--- src/rtl/vx_tcu_drl_acc_seq.sv ---
// Purpose: sequences one multi-step dot-product request through an external combinational accumulator.
// Latency: response valid the cycle after the last operand fire (the cycle after accept when steps==0).
// Backpressure: one request in flight; operands stall freely in RUN, response held stable until rsp_ready.
//
// Ports:
//   clk, reset        - single clock, synchronous active-high reset
//   req_*             - request: id, step count (clamped to MAXK), C-term significand and sticky
//   op_*              - per-step product operands: N-1 lanes of significand, sticky and lane mask
//   acc_* (out)       - lanes driven to the combinational accumulator; C lane only on step 0
//   acc_sig, acc_sticky_in - accumulator result for the lanes currently driven
//   rsp_*             - accumulated significand/sticky with the request id
//   busy              - high whenever a request is in flight or awaiting rsp_ready
module vx_tcu_drl_acc_seq #(
  parameter           INSTANCE_ID = "",
  parameter int       N           = 5,
  parameter int       WI          = 26,
  parameter int       WO          = 30,
  parameter int       MAXK        = 8,
  localparam int      SW          = $clog2(MAXK + 1)
) (
  input  logic                  clk,
  input  logic                  reset,

  input  logic                  req_valid,
  output logic                  req_ready,
  input  logic [31:0]           req_id,
  input  logic [SW-1:0]         req_steps,
  input  logic [WI-1:0]         req_c_sig,
  input  logic                  req_c_sticky,

  input  logic                  op_valid,
  output logic                  op_ready,
  input  logic [(N-1)*WI-1:0]   op_sigs,
  input  logic [N-2:0]          op_sticky,
  input  logic [N-2:0]          op_mask,

  output logic                  acc_valid,
  output logic [31:0]           acc_req_id,
  output logic [N-2:0]          acc_lane_mask,
  output logic [N*WI-1:0]       acc_sigs,
  output logic [N-1:0]          acc_sticky,
  input  logic [WO-1:0]         acc_sig,
  input  logic                  acc_sticky_in,

  output logic                  rsp_valid,
  input  logic                  rsp_ready,
  output logic [31:0]           rsp_id,
  output logic [WO-1:0]         rsp_sig,
  output logic                  rsp_sticky,
  output logic                  busy
);

  typedef enum logic [1:0] {
    ST_IDLE = 2'd0,
    ST_RUN  = 2'd1,
    ST_DONE = 2'd2
  } state_e;

  localparam logic [SW-1:0] MAXK_SW = SW'(MAXK);

  state_e          state_q,    state_d;
  logic [31:0]     id_q,       id_d;
  logic [SW-1:0]   steps_q,    steps_d;
  logic [WI-1:0]   c_sig_q,    c_sig_d;
  logic            c_sticky_q, c_sticky_d;
  logic [WO-1:0]   sum_q,      sum_d;
  logic            sticky_q,   sticky_d;
  logic [SW-1:0]   step_cnt_q, step_cnt_d;

  logic [SW-1:0]   steps_clamped;
  logic            last_step;

  assign steps_clamped = (req_steps > MAXK_SW) ? MAXK_SW : req_steps;
  assign last_step     = (step_cnt_q == steps_q - SW'(1));

  always_comb begin
    state_d       = state_q;
    id_d          = id_q;
    steps_d       = steps_q;
    c_sig_d       = c_sig_q;
    c_sticky_d    = c_sticky_q;
    sum_d         = sum_q;
    sticky_d      = sticky_q;
    step_cnt_d    = step_cnt_q;

    req_ready     = 1'b0;
    op_ready      = 1'b0;
    acc_valid     = 1'b0;
    acc_req_id    = id_q;
    acc_lane_mask = '0;
    acc_sigs      = '0;
    acc_sticky    = '0;
    rsp_valid     = 1'b0;
    rsp_id        = '0;
    rsp_sig       = '0;
    rsp_sticky    = 1'b0;
    busy          = (state_q != ST_IDLE);

    case (state_q)
      ST_IDLE: begin
        req_ready = 1'b1;
        if (req_valid) begin
          id_d       = req_id;
          steps_d    = steps_clamped;
          c_sig_d    = req_c_sig;
          c_sticky_d = req_c_sticky;
          step_cnt_d = '0;
          if (steps_clamped == '0) begin
            // Nothing to accumulate: the result is just the C term.
            sum_d    = {{(WO-WI){req_c_sig[WI-1]}}, req_c_sig};
            sticky_d = req_c_sticky;
            state_d  = ST_DONE;
          end else begin
            sum_d    = '0;
            sticky_d = 1'b0;
            state_d  = ST_RUN;
          end
        end
      end

      ST_RUN: begin
        op_ready                     = 1'b1;
        acc_valid                    = op_valid;
        acc_lane_mask                = op_mask;
        acc_sigs[(N-1)*WI-1:0]       = op_sigs;
        acc_sticky[N-2:0]            = op_sticky;
        // The C term is folded in exactly once, on the first step.
        if (step_cnt_q == '0) begin
          acc_sigs[(N-1)*WI +: WI]   = c_sig_q;
          acc_sticky[N-1]            = c_sticky_q;
        end
        if (op_valid) begin
          sum_d      = sum_q + acc_sig;
          sticky_d   = sticky_q | acc_sticky_in;
          step_cnt_d = step_cnt_q + SW'(1);
          if (last_step) begin
            state_d  = ST_DONE;
          end
        end
      end

      ST_DONE: begin
        rsp_valid  = 1'b1;
        rsp_id     = id_q;
        rsp_sig    = sum_q;
        rsp_sticky = sticky_q;
        if (rsp_ready) begin
          state_d  = ST_IDLE;
        end
      end

      default: begin
        state_d = ST_IDLE;
      end
    endcase

    // Reset silences every output, including req_ready, for its full duration.
    if (reset) begin
      req_ready     = 1'b0;
      op_ready      = 1'b0;
      acc_valid     = 1'b0;
      acc_req_id    = '0;
      acc_lane_mask = '0;
      acc_sigs      = '0;
      acc_sticky    = '0;
      rsp_valid     = 1'b0;
      rsp_id        = '0;
      rsp_sig       = '0;
      rsp_sticky    = 1'b0;
      busy          = 1'b0;
    end
  end

  always_ff @(posedge clk) begin
    if (reset) begin
      state_q    <= ST_IDLE;
      id_q       <= '0;
      steps_q    <= '0;
      c_sig_q    <= '0;
      c_sticky_q <= 1'b0;
      sum_q      <= '0;
      sticky_q   <= 1'b0;
      step_cnt_q <= '0;
    end else begin
      state_q    <= state_d;
      id_q       <= id_d;
      steps_q    <= steps_d;
      c_sig_q    <= c_sig_d;
      c_sticky_q <= c_sticky_d;
      sum_q      <= sum_d;
      sticky_q   <= sticky_d;
      step_cnt_q <= step_cnt_d;
    end
  end

`ifdef DBG_TRACE_TCU
  always_ff @(posedge clk) begin
    if (!reset) begin
      if (req_valid && req_ready)
        $display("%t: %s acc-seq req id=0x%0h steps=%0d c=0x%0h c_sticky=%0b",
                 $time, INSTANCE_ID, req_id, steps_clamped, req_c_sig, req_c_sticky);
      if (op_valid && op_ready)
        $display("%t: %s acc-seq step id=0x%0h cnt=%0d mask=0x%0h acc=0x%0h sticky=%0b",
                 $time, INSTANCE_ID, id_q, step_cnt_q, op_mask, acc_sig, acc_sticky_in);
      if (rsp_valid && rsp_ready)
        $display("%t: %s acc-seq rsp id=0x%0h sig=0x%0h sticky=%0b",
                 $time, INSTANCE_ID, rsp_id, rsp_sig, rsp_sticky);
    end
  end
`endif

endmodule
--- config.mk ---
export PLATFORM = sky130hd
export DESIGN_NAME = vx_tcu_drl_acc_seq
export DESIGN_NICKNAME = d
export VERILOG_FILES = /design/src/rtl/vx_tcu_drl_acc_seq.sv
export SDC_FILE = /design/constraint.sdc
export NUM_CORES = 1
export LEC_CHECK = 0
export BUFFER_PORTS_ARGS = -buffer_cell sky130_fd_sc_hd__buf_4
export CAP_MARGIN = 10
export CORE_AREA = 8 8 169 171
export DETAILED_ROUTE_END_ITERATION = 6
export DIE_AREA = 0 0 177 179
export GPL_ROUTABILITY_DRIVEN = 0
export SETUP_SLACK_MARGIN = 0.5
export SLEW_MARGIN = 20
export SYNTH_ARGS = -nofsm -noshare
export SYNTH_HDL_FRONTEND = slang
export SYNTH_SLANG_ARGS = --single-unit
--- constraint.sdc ---
create_clock -name clk -period 3.55 [get_ports clk]
set_input_delay 0.1775 -clock clk [delete_from_list [all_inputs] [get_ports clk]]
set_output_delay 0.1775 -clock clk [all_outputs]
set_load 0.005 [all_outputs]
==> results of run 1 <==
[state kept, by name, indices dropped and copies added, names as in the netlist]
signal      count
c_sig_q        26
c_sticky_q      1
id_q           32
state_q         2
step_cnt_q      4
steps_q         4
sticky_q        1
sum_q          30
[cells in the mapped netlist, types with 8 or more instances]
cell type                    n  area (um2)
sky130_fd_sc_hd__a21o_1     14       105.1
sky130_fd_sc_hd__a21oi_1    98       490.5
sky130_fd_sc_hd__a221oi_1   10       87.58
sky130_fd_sc_hd__and2_1    204        1276
sky130_fd_sc_hd__clkbuf_1   49       183.9
sky130_fd_sc_hd__dfxtp_1   100        2002
sky130_fd_sc_hd__ha_1       32       400.4
sky130_fd_sc_hd__inv_1       8       30.03
sky130_fd_sc_hd__nand2_1   148       555.5
sky130_fd_sc_hd__nand3_1     9       45.04
sky130_fd_sc_hd__nor2_1     46       172.7
sky130_fd_sc_hd__nor2b_1    35       219.0
sky130_fd_sc_hd__nor3_1     19       95.09
sky130_fd_sc_hd__o21ai_0    22       110.1
sky130_fd_sc_hd__xnor2_1    16       140.1
sky130_fd_sc_hd__xor2_1     14       122.6
[per-layer routing]
metal | global-route usage | wire [um]
met1 | 0.2417 | 14050
met2 | 0.3014 | 15120
met3 | 0.08867 | 3472
met4 | 0.03082 | 220
met5 | 0 | 11
[power breakdown]
part	switching, uW	internal (uW)
Clock	514	496
Sequential	85.5	1230
Combinational	702	635
Total	1300	2360
[cells by family (layout without fill, tap and decap cells)]
kind of cell / count (synthesis) / in the layout / synth area share
other cells: 0 / 1 / 0
fa+ha+maj: 33 / 33 / 0.06012
buf+inv: 72 / 489 / 0.04527
mux: 2 / 2 / 0.002863
flops: 100 / 100 / 0.2863
simple gates: 497 / 497 / 0.3763
compound gates: 208 / 208 / 0.1916
xor+xnor: 30 / 30 / 0.03757
[worst min path at each step]
stage / slack (ns) / cells past startpoint / end
2_1_floorplan: 0.31 / 2 / c_sig_q[0]
3_3_place_gp: 0.42 / 3 / id_q[8]
3_5_place_dp: 0.43 / 3 / id_q[24]
4_1_cts: 0.04 / 3 / id_q[24]
5_1_grt: 0.05 / 3 / id_q[24]
6_report: 0.06 / 3 / id_q[24]
[area by class of cell]
type,instances,area (um2)
fill,2647,14830
multi-input combinational,770,4686
timing repair buffer,465,3503
sequential,100,2002
tap,335,419.2
clock buffer,9,225.2
clock inverter,7,67.56
inverter,8,30.03
antenna,1,2.502
[placed cells by master (no fill, tap or decap), types with 3 or more instances in the layout]
cell type                   instances
sky130_fd_sc_hd__nor2_1            45
sky130_fd_sc_hd__o31ai_1            4
sky130_fd_sc_hd__nand3b_1           3
sky130_fd_sc_hd__dfxtp_1          100
sky130_fd_sc_hd__clkinv_4           3
sky130_fd_sc_hd__o22a_1             3
sky130_fd_sc_hd__nand2b_1           4
sky130_fd_sc_hd__nor3_1            19
sky130_fd_sc_hd__a221oi_1          10
sky130_fd_sc_hd__a211oi_1           7
sky130_fd_sc_hd__inv_1              7
sky130_fd_sc_hd__clkbuf_16          9
sky130_fd_sc_hd__and3_1             4
sky130_fd_sc_hd__a21oi_1           98
sky130_fd_sc_hd__nand4_1            5
sky130_fd_sc_hd__buf_4            464
sky130_fd_sc_hd__a31oi_1            6
sky130_fd_sc_hd__ha_1              32
sky130_fd_sc_hd__nand2_1          147
sky130_fd_sc_hd__nor2b_1           35
sky130_fd_sc_hd__xnor2_1           16
sky130_fd_sc_hd__o21ai_0           22
sky130_fd_sc_hd__xor2_1            14
sky130_fd_sc_hd__a22oi_1            4
sky130_fd_sc_hd__and2_1           203
sky130_fd_sc_hd__nand3_1            9
sky130_fd_sc_hd__o21bai_1           3
sky130_fd_sc_hd__a21o_1            14
sky130_fd_sc_hd__or3_1              4
sky130_fd_sc_hd__inv_8              3
sky130_fd_sc_hd__o21a_1             4
sky130_fd_sc_hd__a2111oi_0          4
sky130_fd_sc_hd__a311oi_1           7
[stage by stage]
step                      total power, uW  hold WS (ns)
after floorplan                      2113        0.3135
after global placement               2671        0.4232
after detailed placement             2686        0.4328
after CTS                            3720       0.03871
after global routing                 3910       0.05011
final                                3666       0.06217
[worst max-delay path, cell delays in order, from the launching register on]
cell and delay (ns):
sky130_fd_sc_hd__dfxtp_1 0.33, sky130_fd_sc_hd__ha_1 0.21, sky130_fd_sc_hd__fa_1 0.44, sky130_fd_sc_hd__a211oi_1 0.35
sky130_fd_sc_hd__o21ai_0 0.20, sky130_fd_sc_hd__nand3_1 0.18, sky130_fd_sc_hd__o211ai_2 0.15, sky130_fd_sc_hd__o31a_4 0.34
sky130_fd_sc_hd__a31oi_1 0.20, sky130_fd_sc_hd__xor2_1 0.10, sky130_fd_sc_hd__a2111oi_2 0.34
==> impl_metrics.toml, run 1 <==
[synth]
post_synth.cell_area_avg_um2 = 7.424
ys_warn_count = 0
synth_sequential_area_ratio = 0.2863
syn_area_um2 = 6993
synth_cells = 942
yosys.cell_types.count = 69
asyncSetResetFlopFracSynth = 0
synth_seq_cells = 100
syn-num-nets = 1186
synth_enable_flop_cells = 0
synth-main-ff-cell = "sky130_fd_sc_hd__dfxtp_1"

[sta]
timing.final.crit_share = 0.8249
tightestPinTransition_ns = 0.7351
hold_violations_final = 0
setup_tns_ns = 0
timing.final.ws_setup_ns = 0.6215
clock.fmax_mhz = 341.5
timing_max_transition_violations_final = 0
final_period_minus_worst_setup_slack_ns = 2.928
unrepaired_setup_endpoints_after_global_routing = "false"
timing.final.setup_violations = 0
timing.max_slew.rel_slack = 0.5099
fin_worst_skew_ns = 0.005459

[power]
vdd_drop_max_mv = 0.2475
total_leakage_power_uw = 0.005285
power-per-cell-area_nw_per_um2 = 335.2

[drt]
drcViolationCount = 0
final_antenna_net_count = 0
num_vias = 7948
drt-pass1-iter-count = 4
routed_wire_length_per_instance_um = 19.39
post_drt_via_cell_ratio = 4.689
detail_route.iter0.violations = 422
drt_wl_total_um = 32870

[finish]
drive_gt1_frac = 0.3701
num-nets-final = 1598
finalInstanceArea_um2 = 10940
finish.cell_count_without_fillers = 1695
synthToLayoutAreaGrowth_pct = 56.38
final_core_util = 0.4245

[setup_path]
setup.worst_path.class = "reg2reg"
worst_r2r_endpoint = "sum_q[22]"
depth_of_the_worst_register_to_register_path = 10
worst_ep_required_time_ns = 3.81
timing.rr.start = "sum_q[0]"
worstSetupStartpointType = "register"
worst-r2r-setup-slack_ns = 0.62
sort_of_element_at_the_end_of_the_critical_path = "register"
crit_end = "sum_q[22]"
cp.arrival_ns = 3.18
cp-startpoint = "sum_q[0]"
worst-path-max-fanout = 4

[clock_tree]
cts_post_setup_buffers_inserted = 0
cts-hold-fix-buffers = 0
tritoncts_num_sinks = 100
clock_tree.root_cell = "sky130_fd_sc_hd__clkbuf_16"
cts_repair_resize_count = 0
htreeDepth = 3
clock_insertion_delay_worst_skew_ns = 0.35
cts_inserted_buffers = 9
cts_tree = "built"
cts.path.max_buffers = 2
clock_slew_at_the_register_clock_pins_of_the_worst_setup_and_hold_paths_ns = 0.08

[run]
max-cap-violations = 0

[grt]
overflow = 0
vias_in_the_first_global_route = 8099
grt_pass1_wl_um = 47650
antenna_found_initial = 3
grt_use_total = 0.1925
largest_net_degree_at_the_start_of_global_routing = 80

[place]
dpl-instance-area_um2 = 10640
post-place-cells = 1678
minimum_setup_slack_after_placement_ns = 0.6795
numPortBuffers = 449
post-dp-hpwl_um = 26470

[floorplanning]
core_region_area_um2 = 25760
design.die.area_um2 = 31680
top_level_ports = 450
die_y_um = 179
rows = 59
starting_density_of_the_core = 0.2714
die_width_um = 177

[worst_hold_path]
min_from = "req_id[24]"
worst_hold_path_type = "in2reg"

[run_status]
outcome = "completed"
No activity file was read; power rests on OpenSTA's default activity.
==> run 2: changes to the inputs <==
--- a/config.mk
+++ b/config.mk
@@ -5,6 +5,7 @@
 export SDC_FILE = /design/constraint.sdc
 export NUM_CORES = 1
 export LEC_CHECK = 0
+export ABC_AREA = 1
 export BUFFER_PORTS_ARGS = -buffer_cell sky130_fd_sc_hd__buf_4
 export CAP_MARGIN = 10
 export CORE_AREA = 8 8 169 171
==> constraint.sdc (replaced) <==
create_clock -name clk -period 3 [get_ports clk]
set_input_delay 0.15 -clock clk [delete_from_list [all_inputs] [get_ports clk]]
set_output_delay 0.15 -clock clk [all_outputs]
set_load 0.005 [all_outputs]
==> run 2 against run 1 <==
- flip-flop and latch count stayed put
- die area stayed put
- largest power group unchanged
- count of clock-buffer cells in the layout stayed put
- highest routed layer unchanged
- critical endpoint is now acc_sigs[128]
==> impl_metrics.toml, run 2 <==
[grt]
grt_pass1_wl_um = 56120
grt_use_total = 0.2259
antenna_found_initial = 1
overflow = 0
largest_net_degree_at_the_start_of_global_routing = 135
vias_in_the_first_global_route = 9963

[sta]
timing.max_slew.rel_slack = 0.4831
fin_worst_skew_ns = 0.01226
hold_violations_final = 0
final.hold.worst_slack_ns = 0.02073
timing_max_transition_violations_final = 0
final_period_minus_worst_setup_slack_ns = 2.307
setup_tns_ns = 0
clock.fmax_mhz = 433.5
timing.final.crit_share = 0.7690
unrepaired_setup_endpoints_after_global_routing = "false"
timing.final.setup_violations = 0
tightestPinTransition_ns = 0.7753

[floorplanning]
rows = 59
design.die.area_um2 = 31680
die_width_um = 177
core_region_area_um2 = 25760
top_level_ports = 450
die_y_um = 179
starting_density_of_the_core = 0.3074

[clock_tree]
cts.path.max_buffers = 2
cts-hold-fix-buffers = 0
tritoncts_num_sinks = 100
cts_tree = "built"
clock_insertion_delay_worst_skew_ns = 0.37
clock_tree.root_cell = "sky130_fd_sc_hd__clkbuf_16"
clock_slew_at_the_register_clock_pins_of_the_worst_setup_and_hold_paths_ns = 0.08
htreeDepth = 3
cts_repair_resize_count = 0
cts_inserted_buffers = 9
cts_post_setup_buffers_inserted = 0

[setup_path]
setup.worst_path.class = "reg2out"
worst_ep_required_time_ns = 2.85
sort_of_element_at_the_end_of_the_critical_path = "primary output"
depth_of_the_worst_register_to_register_path = 10
cp-startpoint = "state_q[0]"
timing.rr.start = "sum_q[20]"
worst-r2r-setup-slack_ns = 0.80
cp.arrival_ns = 2.16
crit_chain = "inv_2 > nor2_8 > inv_2 > nor2_2 > buf_4 > nand2_1 > nor2_1 > buf_4"
worst-path-max-fanout = 18
timing.critical_path.slowest_stage_cell = "sky130_fd_sc_hd__nor2_2"
worstSetupStartpointType = "register"
critical-path-max-stage-delay_ns = 0.44

[finish]
finish.cell_count_without_fillers = 2180
reg.largest.list = "id_q (32), sum_q (30), c_sig_q (26)"
final_common_cell = "sky130_fd_sc_hd__buf_4"
num-nets-final = 2084
antenna-diode-count = 0
synthToLayoutAreaGrowth_pct = 49.45
leading_cell_types_in_the_layout_fill_and_taps_excluded = "sky130_fd_sc_hd__buf_4 (457), sky130_fd_sc_hd__nand2_1 (401), sky130_fd_sc_hd__nor2_1 (305), sky130_fd_sc_hd__inv_1 (208), sky130_fd_sc_hd__a21oi_1 (106)"
drive_gt1_frac = 0.2667
fillerInstances = 2766
area.sequential_um2 = 2002
largest_register_ff_count = 32
multiInputGateArea_um2 = 4801
reg_with_most_ffs = "id_q"

[drt]
num_vias = 10150
post_drt_via_cell_ratio = 4.655
drt_wl_total_um = 38020
drcViolationCount = 0
final_antenna_net_count = 0
detail_route.iter0.violations = 647
drt-pass1-iter-count = 6
routed_wire_length_per_instance_um = 17.44

[synth]
post_synth.cell_area_avg_um2 = 5.492
syn_area_um2 = 7919
synth_cells = 1442
synth_seq_cells = 100
asyncSetResetFlopFracSynth = 0
synth_enable_flop_cells = 0
synth_largest_area_cell = "sky130_fd_sc_hd__dfxtp_1"
netlist.area_leader.share = 0.2528
synth-main-ff-cell = "sky130_fd_sc_hd__dfxtp_1"
ys_warn_count = 0
yosys.cell_types.count = 34
yosys-top-cells-area = "sky130_fd_sc_hd__dfxtp_1 (25%), sky130_fd_sc_hd__nand2_1 (19%), sky130_fd_sc_hd__nor2_1 (14%)"
synth_sequential_area_ratio = 0.2528
synth_common_cells = "sky130_fd_sc_hd__nand2_1 (402), sky130_fd_sc_hd__nor2_1 (305), sky130_fd_sc_hd__inv_1 (208)"
yosysMostFrequentCell = "sky130_fd_sc_hd__nand2_1"
syn-num-nets = 1686

[place]
numPortBuffers = 449
post-place-cells = 2164
post-dp-hpwl_um = 31020

[power]
total_leakage_power_uw = 0.006344
vdd_drop_max_mv = 0.3136
power-per-cell-area_nw_per_um2 = 375.7

[worst_hold_path]
worst_hold_path_type = "in2reg"
min_from = "req_c_sig[9]"
worst_hold_path_depth = 3

[run_status]
outcome = "completed"

[run]
max-cap-violations = 0
run 2: cell count changes after synthesis, moves of 8 or more:
cell | before | now
sky130_fd_sc_hd__nand2_1 | 148 | 402
sky130_fd_sc_hd__inv_1 | 8 | 208
sky130_fd_sc_hd__nand3_1 | 9 | 55
sky130_fd_sc_hd__and2_1 | 204 | 2
sky130_fd_sc_hd__a21oi_1 | 98 | 106
sky130_fd_sc_hd__nor3_1 | 19 | 7
sky130_fd_sc_hd__a21o_1 | 14 | 1
sky130_fd_sc_hd__nor2_1 | 46 | 305
sky130_fd_sc_hd__o21ai_0 | 22 | 95
sky130_fd_sc_hd__nor2b_1 | 35 | 0
sky130_fd_sc_hd__a221oi_1 | 10 | 0
sky130_fd_sc_hd__xnor2_1 | 16 | 5
run 2: layout make-up:
type                       count  share of cell area
clock inverter                 7            0.008140
clock buffer                   9             0.01903
tap                          335             0.03542
multi-input combinational   1052              0.4056
inverter                     218             0.06935
timing repair buffer         459              0.2933
sequential                   100              0.1692
run 2: per-layer routing:
metal | wire length, um | track usage
met5 | 13 | 0
met3 | 3787 | 0.08024
met2 | 18140 | 0.3760
met4 | 660 | 0.05359
met1 | 15430 | 0.2740
run 2: cells by family after synthesis:
logic type	count (synthesis)	synth area share
xor+xnor	16	0.01770
flops	100	0.2528
buf+inv	290	0.1413
compound gates	214	0.1398
fa+ha+maj	33	0.05309
simple gates	789	0.3953
run 2: worst paths after layout:
| path | end |
|---|---|
| worst max register to register | sum_q[21] |
| worst max-delay path | acc_sigs[128] |
| worst min register to register | c_sticky_q |
| worst min-delay path | c_sig_q[9] |
run 2: report_power, final:
part	switching [uW]	total, uW	leakage [uW]	internal [uW]
Combinational	984	1640	0.00536	656
Clock	651	1260	0.000156	612
Sequential	80.6	1540	0.000825	1460
run 2: through the flow:
step / utilization / instance area (um2) / setup slack, ns / power [uW]
floorplan: - / 7919 / 1.200 / 2501
CTS: 0.4594 / 11840 / 0.6360 / 4473
finish: 0.4594 / 11840 / 0.6931 / 4446
detailed placement: 0.4469 / 11510 / 0.8311 / 3206
global route: 0.4594 / 11840 / 0.5161 / 4732
global placement: 0.4469 / 11510 / 0.9149 / 3197
run 2: worst max-delay path, delay by kind of cell, from the launching register on:
family	cells	cell delay [ns]
flip-flops	1	0.38
AND/OR/NAND/NOR	4	0.78
buffers and inverters	4	0.64
